## src/rtl/lsu_mem_stage.sv

```systemverilog
// Memory-stage load/store unit: one handshaked word-bus access per instruction,
// with store lane alignment, load extension, alignment checks and a bus timeout.
module lsu_mem_stage #(
    parameter int TIMEOUT_CYCLES = 255
) (
    input  logic        clk,
    input  logic        rst,
    input  logic        rd_en,
    input  logic        wr_en,
    input  logic [2:0]  mem_type,
    input  logic [31:0] addr,
    input  logic [31:0] wdata,
    output logic        stall,
    output logic [31:0] rdata,
    output logic        err,
    output logic        bus_req,
    output logic        bus_we,
    output logic [31:0] bus_addr,
    output logic [3:0]  bus_be,
    output logic [31:0] bus_wdata,
    input  logic        bus_gnt,
    input  logic        bus_rvalid,
    input  logic [31:0] bus_rdata
);
    typedef enum logic [1:0] {IDLE, REQ, WAIT, DONE} state_t;

    localparam logic [7:0] TMO = 8'(TIMEOUT_CYCLES);

    state_t      state;
    logic [7:0]  tmo_cnt;
    logic [2:0]  mt_q;
    logic [1:0]  off_q;
    logic        ld_q;

    logic        access, is_st, bad_type, misaligned, illegal;
    logic [3:0]  st_be;
    logic [31:0] st_data;
    logic [7:0]  ld_byte;
    logic [15:0] ld_half;
    logic [31:0] ld_ext;
    logic [7:0]  cnt_inc;
    logic        timed_out;

    // Request decode; a simultaneous load and store resolves to the store.
    always_comb begin
        access     = rd_en | wr_en;
        is_st      = wr_en;
        bad_type   = is_st ? (mem_type > 3'd2) : (mem_type > 3'd4);
        misaligned = 1'b0;
        case (mem_type)
            3'd1, 3'd4: misaligned = addr[0];
            3'd2:       misaligned = |addr[1:0];
            default:    misaligned = 1'b0;
        endcase
        illegal = bad_type | misaligned;

        case (mem_type[1:0])
            2'd0: begin
                st_be   = 4'b0001 << addr[1:0];
                st_data = wdata << {addr[1:0], 3'b000};
            end
            2'd1: begin
                st_be   = addr[1] ? 4'b1100 : 4'b0011;
                st_data = wdata << {addr[1], 4'b0000};
            end
            default: begin
                st_be   = 4'b1111;
                st_data = wdata;
            end
        endcase
    end

    always_comb begin
        ld_byte = bus_rdata[{off_q, 3'b000} +: 8];
        ld_half = off_q[1] ? bus_rdata[31:16] : bus_rdata[15:0];
        case (mt_q)
            3'd0:    ld_ext = {{24{ld_byte[7]}}, ld_byte};
            3'd1:    ld_ext = {{16{ld_half[15]}}, ld_half};
            3'd3:    ld_ext = {24'b0, ld_byte};
            3'd4:    ld_ext = {16'b0, ld_half};
            default: ld_ext = bus_rdata;
        endcase
    end

    always_comb begin
        case (state)
            IDLE:    stall = access;
            REQ:     stall = 1'b1;
            WAIT:    stall = 1'b1;
            default: stall = 1'b0;
        endcase
    end

    assign cnt_inc   = tmo_cnt + 8'd1;
    assign timed_out = (cnt_inc == TMO);

    // Timeout beats a same-cycle handshake so the counter never passes TMO.
    always_ff @(posedge clk) begin
        if (rst) begin
            state     <= IDLE;
            bus_req   <= 1'b0;
            bus_we    <= 1'b0;
            bus_addr  <= '0;
            bus_be    <= '0;
            bus_wdata <= '0;
            rdata     <= '0;
            err       <= 1'b0;
            tmo_cnt   <= '0;
            mt_q      <= '0;
            off_q     <= '0;
            ld_q      <= 1'b0;
        end else begin
            err <= 1'b0;
            case (state)
                IDLE: begin
                    tmo_cnt <= '0;
                    if (access) begin
                        if (illegal) begin
                            state <= DONE;
                            err   <= 1'b1;
                        end else begin
                            state     <= REQ;
                            bus_req   <= 1'b1;
                            bus_we    <= is_st;
                            bus_addr  <= {addr[31:2], 2'b00};
                            bus_be    <= is_st ? st_be : 4'b1111;
                            bus_wdata <= is_st ? st_data : 32'd0;
                            mt_q      <= mem_type;
                            off_q     <= addr[1:0];
                            ld_q      <= ~is_st;
                        end
                    end
                end
                REQ: begin
                    tmo_cnt <= cnt_inc;
                    if (timed_out) begin
                        state   <= DONE;
                        bus_req <= 1'b0;
                        err     <= 1'b1;
                        if (ld_q) rdata <= '0;
                    end else if (bus_gnt) begin
                        state   <= WAIT;
                        bus_req <= 1'b0;
                    end
                end
                WAIT: begin
                    tmo_cnt <= cnt_inc;
                    if (timed_out) begin
                        state <= DONE;
                        err   <= 1'b1;
                        if (ld_q) rdata <= '0;
                    end else if (bus_rvalid) begin
                        state <= DONE;
                        if (ld_q) rdata <= ld_ext;
                    end
                end
                default: begin
                    state   <= IDLE;
                    tmo_cnt <= '0;
                end
            endcase
        end
    end
endmodule

```

## config.mk

```make
export PLATFORM = sky130hd
export DESIGN_NAME = lsu_mem_stage
export DESIGN_NICKNAME = d
export VERILOG_FILES = /design/src/rtl/lsu_mem_stage.sv
export SDC_FILE = /design/constraint.sdc
export NUM_CORES = 1
export LEC_CHECK = 0
export ABC_AREA = 0
export CORE_MARGIN = 2
export CORE_UTILIZATION = 50
export DETAILED_ROUTE_END_ITERATION = 12
export PLACE_DENSITY = 0.88
export SYNTH_ARGS = -nofsm -noshare
export SYNTH_HDL_FRONTEND = slang
export SYNTH_SLANG_ARGS = --single-unit
```

## constraint.sdc

```tcl
create_clock -name clk -period 6.2 [get_ports clk]
set_input_delay 1.86 -clock clk [delete_from_list [all_inputs] [get_ports clk]]
set_output_delay 1.86 -clock clk [all_outputs]
set_load 0.02 [all_outputs]
```

# == After elaboration in Yosys (flattened, before gate mapping) ==
# Cells that the tools add are included.
# op_classes
addsub,1
order_cmp,2
eq_ne,16
shifts,4
n_mux,32
bitwise_logic,5
n_reduce_logical,13
# ops
cell,n
$mux 32,6
$pmux 32 s2,2
$pmux 32 s4,1
$shl 32x5->32,2
$shiftx 32x6->8,1
$mux 16,1
$mux 2,6
$ne 3x3->1 const B,3
$add 8x1->8 const B,1
$eq 8x8->1 const B,1
$mux 1,8
$mux 4,2
$pmux 1 s2,4
$pmux 4 s2,1
$reduce_and 4->1,2
$reduce_or 2->1,4
$eq 3x1->1 const B,2
$eq 3x2->1 const B,2
$eq 3x3->1 const B,2
$ne 2x2->1 const B,3
$pmux 2 s3,1
$reduce_and 3->1,2
$eq 2x1->1 const B,2
$logic_not 2->1,2
other kinds (8),12
# word_totals
reg_bits,117
inputBits,105
word_cells,85

# == Depth between registers and ports, before layout ==
# Gate-level depths: netlist of run 1.
# depth
depth_word,7
mapped_depth,10
depth_no_buf,8

# == Worst setup path after synthesis of run 1 ==
# Ideal clock, no wire load.
# synth_timing
path_kind,input -> output
from,input port wr_en
to,output port stall
arrival_ps,2416
setup_slack_ps,1924
stages,4
n_path_buf,0
path_cell_list,nor2_1 > nor2b_1 > nor2_1 > nor2_1
# synth_between
elab_chain_cells,2
# synth_lines
element,line_no,rtl
"start, declared",9,"input logic wr_en,"
$or 1x1->1,46,access = rd_en | wr_en;
$pmux 1 s2,86,case (state)
"end, declared",13,"output logic stall,"
# Every way passes these cells.

# == Worst setup path after layout of run 1 ==
# Ends and elaborated chain as after synthesis.

==> results.toml, run 1 <==
[route]
drc_errors = 0
dr.pass1.iters = 7
via_per_inst = 5.82
avgRoutedWirePerCell_um = 17.1
vias = 6430
drtIter0Drc = 634
wl_um = 18900
ant_nets = 0

[cts]
cts_buffer_depth = 2
cts.sinks = 117
cts_hold_buf = 0
cts_root_buf = "clkbuf_16"
htree_num_levels = 4
cts.repair.resized = 0
insertion_delay_ns = 0.43
cts_tree = "yes"
path_clk_slew_ns = 0.05
cts_buffers = 17
post_cts_buffers = 0

[grt]
grt_max_degree = 80
busiest_layer = "met2"
use_met3 = 0.0979
grt_pass1_vias = 6034
antenna_found_initial = 0
use_met1 = 0.336
grtUsageMet2 = 0.483
grt_overflow = 0
grtUsageTotal = 0.290
grt_pass1_wl_um = 29900

[timing]
period_minus_slack_ns = 5.31
slew_violations = 0
rsz0062_at_grt = "false"
finalSetupViolations = 0
finalCritPeriodShare = 0.857
slew_headroom = 0.241
hold_ws_ns = 0.447
worst_pin_slew_ns = 1.14
skew_ns = 0.00869
timing.setup.tns_ns = 0
finalHoldViolCount = 0
fmax_ghz = 0.188

[yosys]
syn_avg_cell_area_um2 = 7.93
async_reset_ff_frac = 0
synth_top_area_share = 0.383
synthCells = 771
synth_top_family_by_area = "compound AO/OA/AOI/OAI gates"
yosysWarnings = 0
synth_simple_gate_area_frac = 0.208
synth.mux.area_fraction = 0.0401
synth-edff-count = 0
synth.most_common_cell = "nand2_1"
yosys.area.top_type = "dfxtp_1"
synth_seq_cells = 117
synth_cell_types = 69
synth_compound_area_frac = 0.283
syn_area_mm2 = 0.00612
synth-main-ff-cell = "dfxtp_1"
synthTopCellsByArea = "dfxtp_1 (38%), nand2_1 (9.1%), a21oi_1 (7.6%)"
synth_common_cells = "nand2_1 (149), dfxtp_1 (117), a21oi_1 (93)"
synthAdderAreaFrac = 0.0123
synth_xor_area_frac = 0.0115
synth_seq_area_share = 0.383

[floorplan]
die_h_um = 115
ios = 209
core_area_mm2 = 0.0120
die-area_mm2 = 0.0131
die_w_um = 115
initial_utilization = 0.511
std_cell_rows = 40

[critical_path]
crit_path_start_kind = "input pin"
path_cells = "clkdlybuf4s50_1 -> nor2_1 -> nor2b_1 -> nor2_1 -> nor2_1 -> clkdlybuf4s50_1"
crit_fanout = 4
slowest_delay_ns = 0.62
cp_slowest_cell = "clkdlybuf4s50_1"
cpMostUsedCell = "nor2_1"
crit_path_end_kind = "primary output"
cp_data_required_time_ns = 4.34
crit_type = "input pin to primary output"
worstPathArrival_ns = 3.45

[layout]
antenna_cells = 0
drive_above_1_share = 0.0877
fin_nets = 1056
syn_to_final_growth_pct = 43.6
post-route-util = 0.734
fin_area_mm2 = 0.00878

[pwr]
ir_drop_uv = 225
total_power_mw = 2.59
leakagePower_nw = 3.15
power_density_mw_per_mm2 = 295

[job]
drv_cap = 0

[outcome]
status = "complete, no violations"

[min_path]
min_path_type = "flop to flop"

[place]
gp_congestion = 0.868
io_buffer_count = 206
dp_hpwl_um = 12900
place_area_mm2 = 0.00814
[state kept, by name, summed over array words and instances, names as in the netlist]
register / count
bus_addr: 30
bus_be: 4
bus_req: 1
bus_wdata: 32
bus_we: 1
err: 1
ld_q: 1
mt_q: 3
off_q: 2
rdata: 32
state: 2
tmo_cnt: 8
[critical path: cells and delay by family]
family,cells,cell delay [ns]
AND/OR/NAND/NOR,4,0.51
buffers and inverters,2,1.09
[cell usage in the layout, fill, tap and decap left out, types with 3 or more instances in the layout]
cell type,instances
clkdlybuf4s50_1,205
nand2_1,149
dfxtp_1,117
a21oi_1,93
nor2_1,60
o21ai_0,37
nand3_1,27
inv_1,17
clkbuf_16,17
o2bb2ai_1,15
o22ai_1,14
nand2b_1,12
mux2i_1,11
mux2_2,10
o2bb2ai_2,10
a22oi_1,10
buf_4,10
o2111ai_1,9
o21bai_1,9
nor3_1,8
a31oi_1,8
o2111a_1,7
a221oi_1,7
o221a_2,6
ha_1,6
nor2b_1,5
xor2_1,5
o21a_1,4
nand4_1,4
clkinv_2,4
bufinv_16,4
clkbuf_8,4
nand3b_1,3
xnor2_1,3
[cell families (layout without fill, tap and decap cells)]
logic type | Yosys count | after routing
XOR/XNOR | 8 | 8
AND/OR/NAND/NOR | 287 | 287
multiplexers | 22 | 22
AO/OA/AOI/OAI | 250 | 250
other | 1 | 2
adder cells (fa/ha/maj) | 6 | 6
flip-flops | 117 | 117
buffers and inverters | 80 | 266
[area by class of cell]
cell class | count | area, um2
multi-input combinational | 575 | 3420
timing repair buffer | 216 | 2130
clock buffer | 23 | 488
clock inverter | 9 | 148
sequential | 117 | 2340
fill | 885 | 3180
inverter | 18 | 67.6
tap | 147 | 184
[where the power goes]
| part | switching (mW) | total [mW] | leakage [nW] | internal (mW) |
|---|---|---|---|---|
| clock | 0.343 | 1.05 | 0.313 | 0.711 |
| sequential | 0.0484 | 0.860 | 0.948 | 0.811 |
| combinational | 0.385 | 0.673 | 1.89 | 0.288 |
[stage by stage]
step | cells | setup slack [ns]
2_1_floorplan | 772 | 1.92
3_3_place_gp | 1073 | 0.935
3_5_place_dp | 1073 | 0.894
4_1_cts | 1105 | 0.894
5_1_grt | 1105 | 0.843
6_report | 1105 | 0.888
[per-layer routing]
| layer | part of all wire | routed length [um] | vias up |
|---|---|---|---|
| li1 | - | - | 3100 |
| met1 | 0.40 | 7500 | 2981 |
| met2 | 0.47 | 8990 | 302 |
| met3 | 0.099 | 1870 | 47 |
| met4 | 0.031 | 590 | 0 |
| met5 | 0 | 0 | - |
[final timing paths]
| kind | start | end | slack (ns) | cells past startpoint |
|---|---|---|---|---|
| max | wr_en | stall | 0.89 | 6 |
| max reg2reg | tmo_cnt[0]$_SDFF_PP0_ | rdata[7]$_SDFFE_PP0P_ | 3.47 | 7 |
| min reg2reg | bus_wdata[31]$_SDFFE_PP0P_ | bus_wdata[31]$_SDFFE_PP0P_ | 0.45 | 2 |
| min | bus_wdata[31]$_SDFFE_PP0P_ | bus_wdata[31]$_SDFFE_PP0P_ | 0.45 | 2 |
No activity file was read; power rests on OpenSTA's default activity.
==> run 2, diff against run 1 <==
--- a/config.mk
+++ b/config.mk
@@ -8,6 +8,7 @@
 export ABC_AREA = 0
 export CORE_MARGIN = 2
 export CORE_UTILIZATION = 50
+export CTS_BUF_LIST = sky130_fd_sc_hd__clkbuf_16
 export DETAILED_ROUTE_END_ITERATION = 12
 export PLACE_DENSITY = 0.88
 export SYNTH_ARGS = -nofsm -noshare
==> run 2 against run 1 <==
  * Critical path depth stayed put
  * Wire length is 0.39% higher
  * Register-to-register slack hardly changed
  * Largest cell class unchanged
==> results.toml, run 2 (synthesis gave the netlist of run 1 again) <==
[cts]
path_clk_slew_ns = 0.05
cts_root_buf = "clkbuf_16"
cts_tree = "yes"
insertion_delay_ns = 0.42
post_cts_buffers = 0
cts_buffers = 17
cts.repair.resized = 0
htree_num_levels = 4
cts_buffer_depth = 2
cts.sinks = 117
cts_hold_buf = 0

[pwr]
pwr-share-comb = 0.266
leakagePower_nw = 3.14
sw_frac_of_total = 0.306
seq_power_share = 0.340
total_power_mw = 2.53
p_sw_uw = 774
p_clk_frac = 0.394
ir_drop_uv = 228
power_density_mw_per_mm2 = 290
p_int_mw = 1.76

[timing]
fmax_ghz = 0.188
finalCritPeriodShare = 0.856
rsz0062_at_grt = "false"
skew_ns = 0.00701
slew_headroom = 0.229
worst_pin_slew_ns = 1.16
period_minus_slack_ns = 5.31
finalSetupViolations = 0
finalHoldViolCount = 0
slew_violations = 0
timing.setup.tns_ns = 0

[layout]
drive_above_1_share = 0.0835
post-route-util = 0.731
fin_nets = 1056
largestRegisters = "bus_wdata x32, rdata x32, bus_addr x30"
antenna_cells = 0
layout_commonest_cell = "clkdlybuf4s50_1"
fillCellCount = 889
syn_to_final_growth_pct = 42.9
fin_cells = 1105
layout_common_cells = "clkdlybuf4s50_1 (205), nand2_1 (149), dfxtp_1 (117), a21oi_1 (93), nor2_1 (60)"

[grt]
antenna_found_initial = 0
grt_pass1_wl_um = 29900
grt_pass1_vias = 6041
grt_overflow = 0
grtUsageTotal = 0.288
grt_max_degree = 80

[critical_path]
crit_fanout = 4
crit_path_start_kind = "input pin"
worstPathArrival_ns = 3.45
crit_path_end_kind = "primary output"
cp_data_required_time_ns = 4.34
crit_type = "input pin to primary output"

[min_path]
min_path_type = "flop to flop"

[floorplan]
ios = 209
die_h_um = 115
core_area_mm2 = 0.0120
initial_utilization = 0.511
std_cell_rows = 40
die-area_mm2 = 0.0131
die_w_um = 115

[place]
dp.cells = 1073
dp_hpwl_um = 12900
io_buffer_count = 206
gp_congestion = 0.868

[route]
dr.pass1.iters = 5
wl_um = 19000
drc_errors = 0
vias = 6415
drtIter0Drc = 615
ant_nets = 0
via_per_inst = 5.81
avgRoutedWirePerCell_um = 17.2

[job]
drv_cap = 0

[outcome]
status = "complete, no violations"
-- run 2: power by group through the flow --
stage	Sequential [mW]	Combinational (mW)	Clock, mW
2_1_floorplan	0.913	0.363	0
3_3_place_gp	0.872	0.658	0
3_5_place_dp	0.875	0.667	0
4_1_cts	0.860	0.672	1.01
5_1_grt	0.868	0.733	1.05
6_report	0.860	0.673	0.999
-- run 2: routing by layer --
layer / routed length (um) / part of all wire / up-vias / GRT usage
met5: 0 / 0 / - / 0
met4: 520 / 0.027 / 0 / 0.117
met3: 1810 / 0.095 / 43 / 0.102
met2: 9090 / 0.48 / 285 / 0.488
met1: 7610 / 0.40 / 2986 / 0.332
li1: - / - / 3101 / -
-- run 2: final cells by class --
type                            instances  area (um2)  area share
Sequential cell                       117        2340       0.268
Multi-Input combinational cell        575        3420       0.391
Inverter                               18        67.6     0.00773
Timing Repair Buffer                  216        2130       0.244
Clock inverter                         15         170      0.0195
Clock buffer                           17         425      0.0487
Tap cell                              147         184      0.0210
-- run 2: metrics by stage --
step	worst slack, ns	cell area [um2]	hold slack (ns)
global route	0.843	8740	0.462
CTS	0.894	8740	0.450
finish	0.893	8740	0.447
global placement	0.935	8140	0.437
detailed placement	0.894	8140	0.443
floorplan	1.92	6120	0.470
-- run 2: worst paths after layout --
kind / start / to / slack (ns) / depth (start not counted)
hold reg to reg: bus_wdata[31]$_SDFFE_PP0P_ / bus_wdata[31]$_SDFFE_PP0P_ / 0.45 / 2
hold / removal: bus_wdata[31]$_SDFFE_PP0P_ / bus_wdata[31]$_SDFFE_PP0P_ / 0.45 / 2
setup / recovery: wr_en / stall / 0.89 / 6
setup reg to reg: tmo_cnt[0]$_SDFF_PP0_ / rdata[18]$_SDFFE_PP0P_ / 3.46 / 7
-- run 2: worst max-delay path, cell delays in order --
cell	delay (ns)
clkdlybuf4s50_1	0.47
nor2_1	0.06
nor2b_1	0.26
nor2_1	0.08
nor2_1	0.09
clkdlybuf4s50_1	0.62
